===== src/rtl/ofmap_collect_buffer_pkg.sv =====
// Shared parameters and types for the ofmap collect buffer.
package ofmap_collect_buffer_pkg;

    localparam int COL_NUM       = 32;
    localparam int BYTES_PER_COL = 4;
    localparam int BYTE_W        = 8;
    localparam int WORD_W        = BYTE_W * BYTES_PER_COL;
    localparam int PTR_W         = $clog2(COL_NUM);
    localparam int CNT_W         = $clog2(BYTES_PER_COL) + 1;

    typedef enum logic [1:0] {
        ST_IDLE    = 2'd0,
        ST_COLLECT = 2'd1,
        ST_DONE    = 2'd2
    } collect_state_e;

    // Extract the byte belonging to column col from the flat PE-array bus.
    function automatic logic [BYTE_W-1:0] col_byte(
        input logic [COL_NUM*BYTE_W-1:0] bus_data,
        input int                        col
    );
        return bus_data[col*BYTE_W +: BYTE_W];
    endfunction

endpackage


===== src/rtl/ofmap_collect_buffer_if.sv =====
// Bus bundle between the PE array / GLB writer and the collect buffer.
interface ofmap_collect_buffer_if;
    import ofmap_collect_buffer_pkg::*;

    logic                        start;
    logic [COL_NUM*BYTE_W-1:0]   ofmap_in;
    logic [COL_NUM-1:0]          ofmap_valid;
    logic [WORD_W-1:0]           out_word;
    logic [PTR_W-1:0]            out_col;
    logic                        out_valid;
    logic                        out_ready;
    logic                        busy;
    logic                        done;
    logic                        overflow;

    // Collect-buffer side.
    modport slave (
        input  start, ofmap_in, ofmap_valid, out_ready,
        output out_word, out_col, out_valid, busy, done, overflow
    );

    // Environment side: PE array plus GLB writer.
    modport master (
        output start, ofmap_in, ofmap_valid, out_ready,
        input  out_word, out_col, out_valid, busy, done, overflow
    );

endinterface


===== src/rtl/ofmap_collect_buffer_col_packer.sv =====
// One column's byte packer: shifts in up to four bytes, first byte ends in [7:0].
module ofmap_collect_buffer_col_packer
    import ofmap_collect_buffer_pkg::*;
(
    input  logic              clk,
    input  logic              reset,
    input  logic              clear,
    input  logic              enable,
    input  logic              valid,
    input  logic [BYTE_W-1:0] byte_in,
    output logic [WORD_W-1:0] word,
    output logic              full,
    output logic              overflow
);

    logic [CNT_W-1:0]  cnt_r;
    logic [WORD_W-1:0] word_r;
    logic              full_r;

    // Capture a byte while the pass is open and the column still has room.
    always_ff @(posedge clk) begin
        if (reset || clear) begin
            cnt_r  <= {CNT_W{1'b0}};
            word_r <= {WORD_W{1'b0}};
            full_r <= 1'b0;
        end else if (enable && valid && !full_r) begin
            word_r <= {byte_in, word_r[WORD_W-1:BYTE_W]};
            cnt_r  <= cnt_r + {{(CNT_W-1){1'b0}}, 1'b1};
            full_r <= (cnt_r == CNT_W'(BYTES_PER_COL - 1));
        end else begin
            word_r <= word_r;
            cnt_r  <= cnt_r;
            full_r <= full_r;
        end
    end

    // A byte is dropped either outside a pass or once the column is full.
    always_comb begin
        overflow = 1'b0;
        if (valid) begin
            overflow = !enable || full_r;
        end else begin
            overflow = 1'b0;
        end
    end

    assign word = word_r;
    assign full = full_r;

endmodule


===== src/rtl/ofmap_collect_buffer.sv =====
// Collects skewed per-column ofmap bytes into 32-bit words and drains them
// in column order over a valid/ready handshake.
module ofmap_collect_buffer
    import ofmap_collect_buffer_pkg::*;
(
    input  logic                   clk,
    input  logic                   reset,
    ofmap_collect_buffer_if.slave  bus
);

    collect_state_e    state_r;
    logic [PTR_W-1:0]  ptr_r;
    logic              busy_r;
    logic              done_r;
    logic              overflow_r;

    logic [COL_NUM-1:0] full_s;
    logic [COL_NUM-1:0] col_ovf_s;
    logic [WORD_W-1:0]  word_s [COL_NUM];
    logic               start_accept_s;
    logic               collect_s;
    logic               out_valid_s;
    logic               handshake_s;

    assign start_accept_s = (state_r == ST_IDLE) && bus.start;
    assign collect_s      = (state_r == ST_COLLECT);

    for (genvar gi = 0; gi < COL_NUM; gi++) begin : g_col
        ofmap_collect_buffer_col_packer u_packer (
            .clk      (clk),
            .reset    (reset),
            .clear    (start_accept_s),
            .enable   (collect_s),
            .valid    (bus.ofmap_valid[gi]),
            .byte_in  (col_byte(bus.ofmap_in, gi)),
            .word     (word_s[gi]),
            .full     (full_s[gi]),
            .overflow (col_ovf_s[gi])
        );
    end

    // Drain view: only the pointed-to column may be offered, and only when full.
    always_comb begin
        out_valid_s = 1'b0;
        handshake_s = 1'b0;
        if (collect_s) begin
            out_valid_s = full_s[ptr_r];
            handshake_s = full_s[ptr_r] && bus.out_ready;
        end else begin
            out_valid_s = 1'b0;
            handshake_s = 1'b0;
        end
    end

    // Pass sequencing, drain pointer and sticky overflow.
    always_ff @(posedge clk) begin
        if (reset) begin
            state_r    <= ST_IDLE;
            ptr_r      <= {PTR_W{1'b0}};
            busy_r     <= 1'b0;
            done_r     <= 1'b0;
            overflow_r <= 1'b0;
        end else begin
            // A byte dropped in the start cycle still counts as an error.
            overflow_r <= (start_accept_s ? 1'b0 : overflow_r) | (|col_ovf_s);
            case (state_r)
                ST_IDLE: begin
                    done_r <= 1'b0;
                    if (bus.start) begin
                        state_r <= ST_COLLECT;
                        ptr_r   <= {PTR_W{1'b0}};
                        busy_r  <= 1'b1;
                    end else begin
                        state_r <= ST_IDLE;
                        busy_r  <= 1'b0;
                    end
                end
                ST_COLLECT: begin
                    if (handshake_s) begin
                        ptr_r <= ptr_r + {{(PTR_W-1){1'b0}}, 1'b1};
                        if (ptr_r == PTR_W'(COL_NUM - 1)) begin
                            state_r <= ST_DONE;
                            done_r  <= 1'b1;
                        end else begin
                            state_r <= ST_COLLECT;
                        end
                    end else begin
                        state_r <= ST_COLLECT;
                    end
                end
                ST_DONE: begin
                    state_r <= ST_IDLE;
                    done_r  <= 1'b0;
                    busy_r  <= 1'b0;
                end
                default: begin
                    state_r <= ST_IDLE;
                    ptr_r   <= {PTR_W{1'b0}};
                    busy_r  <= 1'b0;
                    done_r  <= 1'b0;
                end
            endcase
        end
    end

    assign bus.out_valid = out_valid_s;
    assign bus.out_word  = word_s[ptr_r];
    assign bus.out_col   = ptr_r;
    assign bus.busy      = busy_r;
    assign bus.done      = done_r;
    assign bus.overflow  = overflow_r;

endmodule

===== src/flat_wrapper.sv =====
// flat-port wrapper written by rule: the top's interface ports become plain ports
module ofmap_collect_buffer_flat import ofmap_collect_buffer_pkg::*;
  (clk, reset, bus_start, bus_ofmap_in, bus_ofmap_valid, bus_out_ready, bus_out_word, bus_out_col, bus_out_valid, bus_busy, bus_done, bus_overflow);
  ofmap_collect_buffer_if bus_i ();
  input  logic clk;
  input  logic reset;
  input wire logic [$bits(bus_i.start)-1:0] bus_start;
  input wire logic [$bits(bus_i.ofmap_in)-1:0] bus_ofmap_in;
  input wire logic [$bits(bus_i.ofmap_valid)-1:0] bus_ofmap_valid;
  input wire logic [$bits(bus_i.out_ready)-1:0] bus_out_ready;
  output wire logic [$bits(bus_i.out_word)-1:0] bus_out_word;
  output wire logic [$bits(bus_i.out_col)-1:0] bus_out_col;
  output wire logic [$bits(bus_i.out_valid)-1:0] bus_out_valid;
  output wire logic [$bits(bus_i.busy)-1:0] bus_busy;
  output wire logic [$bits(bus_i.done)-1:0] bus_done;
  output wire logic [$bits(bus_i.overflow)-1:0] bus_overflow;
  assign bus_i.start = bus_start;
  assign bus_i.ofmap_in = bus_ofmap_in;
  assign bus_i.ofmap_valid = bus_ofmap_valid;
  assign bus_i.out_ready = bus_out_ready;
  assign bus_out_word = bus_i.out_word;
  assign bus_out_col = bus_i.out_col;
  assign bus_out_valid = bus_i.out_valid;
  assign bus_busy = bus_i.busy;
  assign bus_done = bus_i.done;
  assign bus_overflow = bus_i.overflow;
  ofmap_collect_buffer u_core (.clk(clk), .reset(reset), .bus(bus_i));
endmodule

===== config.mk =====
export PLATFORM = sky130hd
export DESIGN_NAME = ofmap_collect_buffer_flat
export DESIGN_NICKNAME = d
export VERILOG_FILES = /design/src/rtl/ofmap_collect_buffer_pkg.sv /design/src/rtl/ofmap_collect_buffer_if.sv /design/src/rtl/ofmap_collect_buffer_col_packer.sv /design/src/rtl/ofmap_collect_buffer.sv /design/src/flat_wrapper.sv
export SDC_FILE = /design/constraint.sdc
export NUM_CORES = 2
export LEC_CHECK = 0
export BUFFER_PORTS_ARGS = -buffer_cell sky130_fd_sc_hd__buf_2
export CAP_MARGIN = 20
export CORE_MARGIN = 10
export CORE_UTILIZATION = 55
export DETAILED_ROUTE_END_ITERATION = 12
export PLACE_DENSITY = 0.81
export SYNTH_ARGS = -nofsm -noshare
export SYNTH_HDL_FRONTEND = slang
export SYNTH_SLANG_ARGS = --single-unit

===== constraint.sdc =====
create_clock -name clk -period 4.94 [get_ports clk]
set_input_delay 0.247 -clock clk [delete_from_list [all_inputs] [get_ports clk]]
set_output_delay 0.247 -clock clk [all_outputs]
set_load 0.01 [all_outputs]

* Word level (Yosys, flattened, before mapping) *
Cells that the tools add are included.

word-level totals
  flip-flop bits (word level) = 1162
  bits in latches = 0
  memory bits (writable) = 0
  ROM bits = 0
  input bits = 292
  output and inout port bits = 41
  word-level logic and storage cells = 363
  memories = 0

operators by class
  $add $sub $neg = 33
  $mul = 0
  div/mod/pow operators = 0
  magnitude comparators = 2
  equal/unequal tests = 37
  shift operators = 0
  multiplexer cells = 49
  bitwise gates (word level) = 4
  reduce and logical (&&, ||, !) cells = 137

operators by type and width
  kind                 count
  $bmux 32 s5          1
  $add 3x1->3 const B  32
  $eq 3x2->1 const B   32
  $logic_and 1x1->1    66
  $mux 32              2
  $mux 1               38
  $logic_not 1->1      33
  $logic_or 1x1->1     33
  $reduce_or 32->1     1
  $pmux 5 s3           1
  $mux 5               2
  $ge 6x6->1 const B   1
  $lt 5x6->1 const B   1
  $not 5->6            1
  $add 5x1->5 const B  1
  $bmux 1 s5           1
  $eq 5x5->1 const B   1
  $mux 2               2
  $pmux 2 s2           1
  $reduce_and 3->1     1
  $eq 2x1->1 const B   1
  $eq 2x2->1 const B   1
  $logic_not 2->1      1
  $ne 2x1->1 const B   1
  6 further kinds      7

* Logic depth before layout (Yosys ltp) *
  depth in word-level cells = 6
  depth in mapped cells = 9
  gate-level depth less buffers = 6

* Cells and area by module *
A second synthesis with hierarchy kept.

unflattened totals
  cells, all modules = 5014
  area, all modules = 61984.4 µm²

by module, submodules not included
  module                           instances  cells each  area each (µm²)  sequential area each (µm²)
  ofmap_collect_buffer_col_packer  32         140         1662.8           720.7
  ofmap_collect_buffer             1          534         8773.4           200.2

* Worst setup path after synthesis *
No wires, ideal clock.

  path kind = flip-flop to output port
  from = reg u_core.ptr_r[1] (netlist: u_core.bus.out_col[1])
  to = out bus_out_word[10]
  arrival time = 2.243 ns
  required time = 4.693 ns
  slack = 2.450 ns
  stages on the path, launching flop included = 7
  buffers on the path = 3
  cell sequence = dfxtp_1 buf_2 clkbuf_1 buf_1 mux4_2 mux4_2 mux2_2

between the ends
  cells in the longest elaborated chain, start to end = 4

ends and longest elaborated chain
  element                                     line                         RTL
  from (decl)                                 ofmap_collect_buffer.sv:12   logic [PTR_W-1:0] ptr_r;
  from (signal assigned)                      ofmap_collect_buffer.sv:59   ptr_r <= {PTR_W{1'b0}};
  from (signal assigned)                      ofmap_collect_buffer.sv:71   ptr_r <= {PTR_W{1'b0}};
  from (signal assigned)                      ofmap_collect_buffer.sv:80   ptr_r <= ptr_r + {{(PTR_W-1){1'b0}}, 1'b1};
  $not 5->6 (not written as such)             ofmap_collect_buffer.sv:107  assign bus.out_word = word_s[ptr_r];
  $bmux 32 s5                                 ofmap_collect_buffer.sv:107
  $mux 32 (not written as such) (2 in a row)  ofmap_collect_buffer.sv:107
  to (decl)                                   flat_wrapper.sv:11           output wire logic [$bits(bus_i.out_word)-1:0] bus_out_word;

Every way passes these cells. The select of a mux whose other input is x is not followed.

* Worst setup path after layout *
Same ends and word-level chain as after synthesis.

==> impl_metrics.py <==
metrics = {
    "floorplan": {
        "die-width_microns": 319,
        "dieArea_sq_um": 102000,
        "core_area_sq_um": 88500,
        "fp-row-count": 109,
        "floorplan.initialDensity": 0.554,
        "vertical_die_dimension_microns": 319,
        "io-pin-count": 333,
    },
    "critical_path": {
        "crit_required_ps": 4690,
        "worstSetupStartpointType": "register",
        "path_class": "register to output pin",
        "crit_arrival_ps": 3670,
        "cpMostUsedCell": "mux4_2",
        "crit_path_cell_trace": "buf_12, mux4_2, mux4_2, mux2_2, buf_2",
        "worstPathBufferInverterCount": 2,
        "worstPathMaxFanout": 96,
        "end_kind": "output pin",
        "critical-path-slowest-cell": "dfxtp_4",
        "crit_path_max_incr_delay_ps": 780,
        "critical-path-top-delay-family": "multiplexers",
    },
    "sta": {
        "finalCritPeriodShare": 0.793,
        "setup_violations": 0,
        "fmax_mhz": 255,
        "post-route-worst-setup-slack_ps": 1020,
        "timing_worst_slew_pin_value_ps": 1310,
        "hold_slack_ps": 36.5,
        "final_report_hold_violation_count": 0,
        "totalNegativeSetupSlack_ps": 0,
        "worst_clock_skew_ps": 36.0,
        "rsz0062_at_grt": "false",
        "slew-limit-headroom": 0.117,
        "timing.final.max_slew_violations": 0,
        "final_period_minus_worst_setup_slack_ps": 3920,
    },
    "yosys": {
        "dominant_combinational_cell_family_by_area_after_synthesis": "simple AND/OR/NAND/NOR gates",
        "synth.cell_area_sq_um": 49100,
        "asyncSetResetFlopFracSynth": 0,
        "synth_simple_gate_area_share": 0.183,
        "synthMuxAreaShare": 0.158,
        "synth_xor_area_frac": 0.00571,
        "seq_area_frac_synth": 0.474,
        "synth.yosys.warnings": 0,
        "postSynthAreaPerCell_sq_um": 8.72,
        "synth.distinct_cells": 39,
        "synth_edf_count": 0,
        "netlist_instances": 5629,
        "fraction_of_the_mapped_netlist_area_in_compound_gates": 0.123,
        "syn_nets": 5987,
        "postSynthRegisterBits": 1162,
        "yosys.area_share.adder": 0.0168,
        "synth-main-ff-cell": "dfxtp_1",
    },
    "global_route": {
        "grt_first_pass_wirelength_microns": 273000,
        "global_route_total_overflow": 0,
        "grt_use_total": 0.349,
        "first_global_vias": 42900,
        "initial_antenna_violation_count": 23,
        "grt_max_degree": 227,
    },
    "clock_tree": {
        "cts_hold_buf": 259,
        "tritoncts": "done",
        "clock_path_buffers": 3,
        "cts-resized-gates": 0,
        "clock-root-buffer": "clkbuf_16",
        "cts_buffer_count": 114,
        "numClockSinks": 1162,
        "clk_pin_slew_ps": 60,
        "cts_max_level": 3,
        "postCtsSetupRepairBufs": 0,
        "clock_latency_ps": 720,
    },
    "route": {
        "drtAntennaViolNets": 0,
        "drt_iter0_drc": 7726,
        "route.detailed.vias_per_inst": 6.34,
        "drcViolationCount": 0,
        "drtPass1Iterations": 9,
        "routed_wirelength_microns": 185000,
        "route.vias.total": 45800,
        "post_drt_wl_per_cell_microns": 25.6,
    },
    "power_and_ir_drop": {
        "power-per-cell-area_nw_per_um2": 346,
        "power.net_switching_w": 0.00487,
        "comb_power_share": 0.064,
        "seq_power_share": 0.482,
        "max-vdd-ir-drop_v": 0.000343,
        "power.static_leakage_nw": 19.0,
        "total_power_w": 0.0199,
        "power_switching_share": 0.245,
        "power.share.clock": 0.454,
        "cell_internal_pwr_w": 0.0150,
    },
    "cells_and_area": {
        "layoutNonFillerInstCount": 7221,
        "final_layout_size_suffix_gt1_frac": 0.160,
        "layout_commonest_cell": "nand2_1",
        "final_cell_mix": "2132 x nand2_1, 1157 x dfxtp_1, 1089 x a21oi_1, 332 x buf_2, 320 x mux4_2",
        "num-nets-final": 6312,
        "syn_to_layout_area_delta_pct": 17.4,
    },
    "flow_run": {
        "max_cap_viol_count": 0,
    },
    "place": {
        "io_buffer_count": 332,
        "gpl.final_weighted_congestion": 0.994,
        "numPlacedInstances": 6743,
        "pre_cts_setup_slack_ps": 1850,
        "dp.final_hpwl_microns": 124000,
    },
    "outcome": {
        "run_status": "complete, no violations",
    },
    "min_path": {
        "worstHoldPathType": "input port to register",
    },
}
## cell usage after synthesis (4+ instances only)
master | n | area, sq um
a211oi_1 | 34 | 255
a21oi_1 | 1089 | 5450
a22oi_1 | 5 | 37.5
and2_1 | 34 | 213
and3_1 | 4 | 25.0
buf_1 | 56 | 210
buf_2 | 52 | 260
buf_4 | 21 | 158
buf_6 | 4 | 45.0
clkbuf_1 | 308 | 1160
dfxtp_1 | 1162 | 23300
ha_1 | 66 | 826
inv_1 | 34 | 128
mux2_2 | 32 | 360
mux2i_1 | 18 | 180
mux4_2 | 320 | 7210
nand2_1 | 2153 | 8080
nand4_1 | 8 | 50.1
nor2_1 | 134 | 503
o21ai_0 | 33 | 165
xnor2_1 | 32 | 280
## registers in the layout (all words and copies together), names as in the netlist
name	cells
u_core.state_r	2
u_core.g_col.u_packer.full	32
u_core.bus.overflow	1
u_core.bus.out_col	5
u_core.bus.done	1
u_core.g_col.u_packer.cnt_r	96
u_core.g_col.u_packer.word	1024
u_core.bus.busy	1
## tightest hold or removal path, cell delays in order
cell and delay, ps:
buf_2 140, o22ai_1 130, a31oi_1 160
## metal layers
layer,wire length (microns),part of all wire,track usage,vias up
met4,9600,0.052,0.156,26
met2,73500,0.40,0.476,3643
met1,65900,0.36,0.442,21900
met5,256,0.0014,0,-
met3,35900,0.19,0.197,596
li1,-,-,-,19600
## path summary, 6_finish.rpt
| check | from | endpoint | slack, ps | cells past startpoint |
|---|---|---|---|---|
| min | bus_ofmap_valid[30] | u_core.bus.overflow$_SDFF_PP0_ | 40 | 3 |
| max reg2reg | u_core.state_r[1]$_SDFF_PP0_ | u_core.bus.overflow$_SDFF_PP0_ | 2070 | 6 |
| min reg2reg | u_core.g_col[15].u_packer.word[17]$_SDFFE_PP0P_ | u_core.g_col[15].u_packer.word[9]$_SDFFE_PP0P_ | 450 | 2 |
| max | u_core.bus.out_col[1]$_SDFFE_PP0P_ | bus_out_word[10] | 1020 | 5 |
## power by group through the flow
stage	Combinational, W	Clock, W	Sequential (W)
after floorplan	0.000612	0	0.00972
final	0.00128	0.00903	0.00960
after CTS	0.00121	0.00900	0.00958
after global placement	0.00103	0	0.00979
after global routing	0.00133	0.00937	0.00959
after detailed placement	0.00104	0	0.00979
## cell type report
type                    instances  area (sq um)
clock inverters                47           534
fillers                      6730         30900
repair buffers                650          4900
inverters                      34           128
multi-input cells            3992         23900
flip-flops and latches       1162         23300
well taps                    1165          1460
clock buffers                 163          3340
diodes                          8          20.0
## cell families after synthesis
family / after synthesis
AND/OR/NAND/NOR: 2348
AO/OA/AOI/OAI: 1176
flip-flops: 1162
buffers and inverters: 475
multiplexers: 370
adder cells (fa/ha/maj): 66
XOR/XNOR: 32
## through the flow
stage               utilization  instance area [sq um]
global placement          0.577                  51100
CTS                       0.650                  57500
detailed placement        0.577                  51100
floorplan                     -                  49100
finish                    0.651                  57600
global route              0.651                  57600
(Power assumes the default switching activity.)
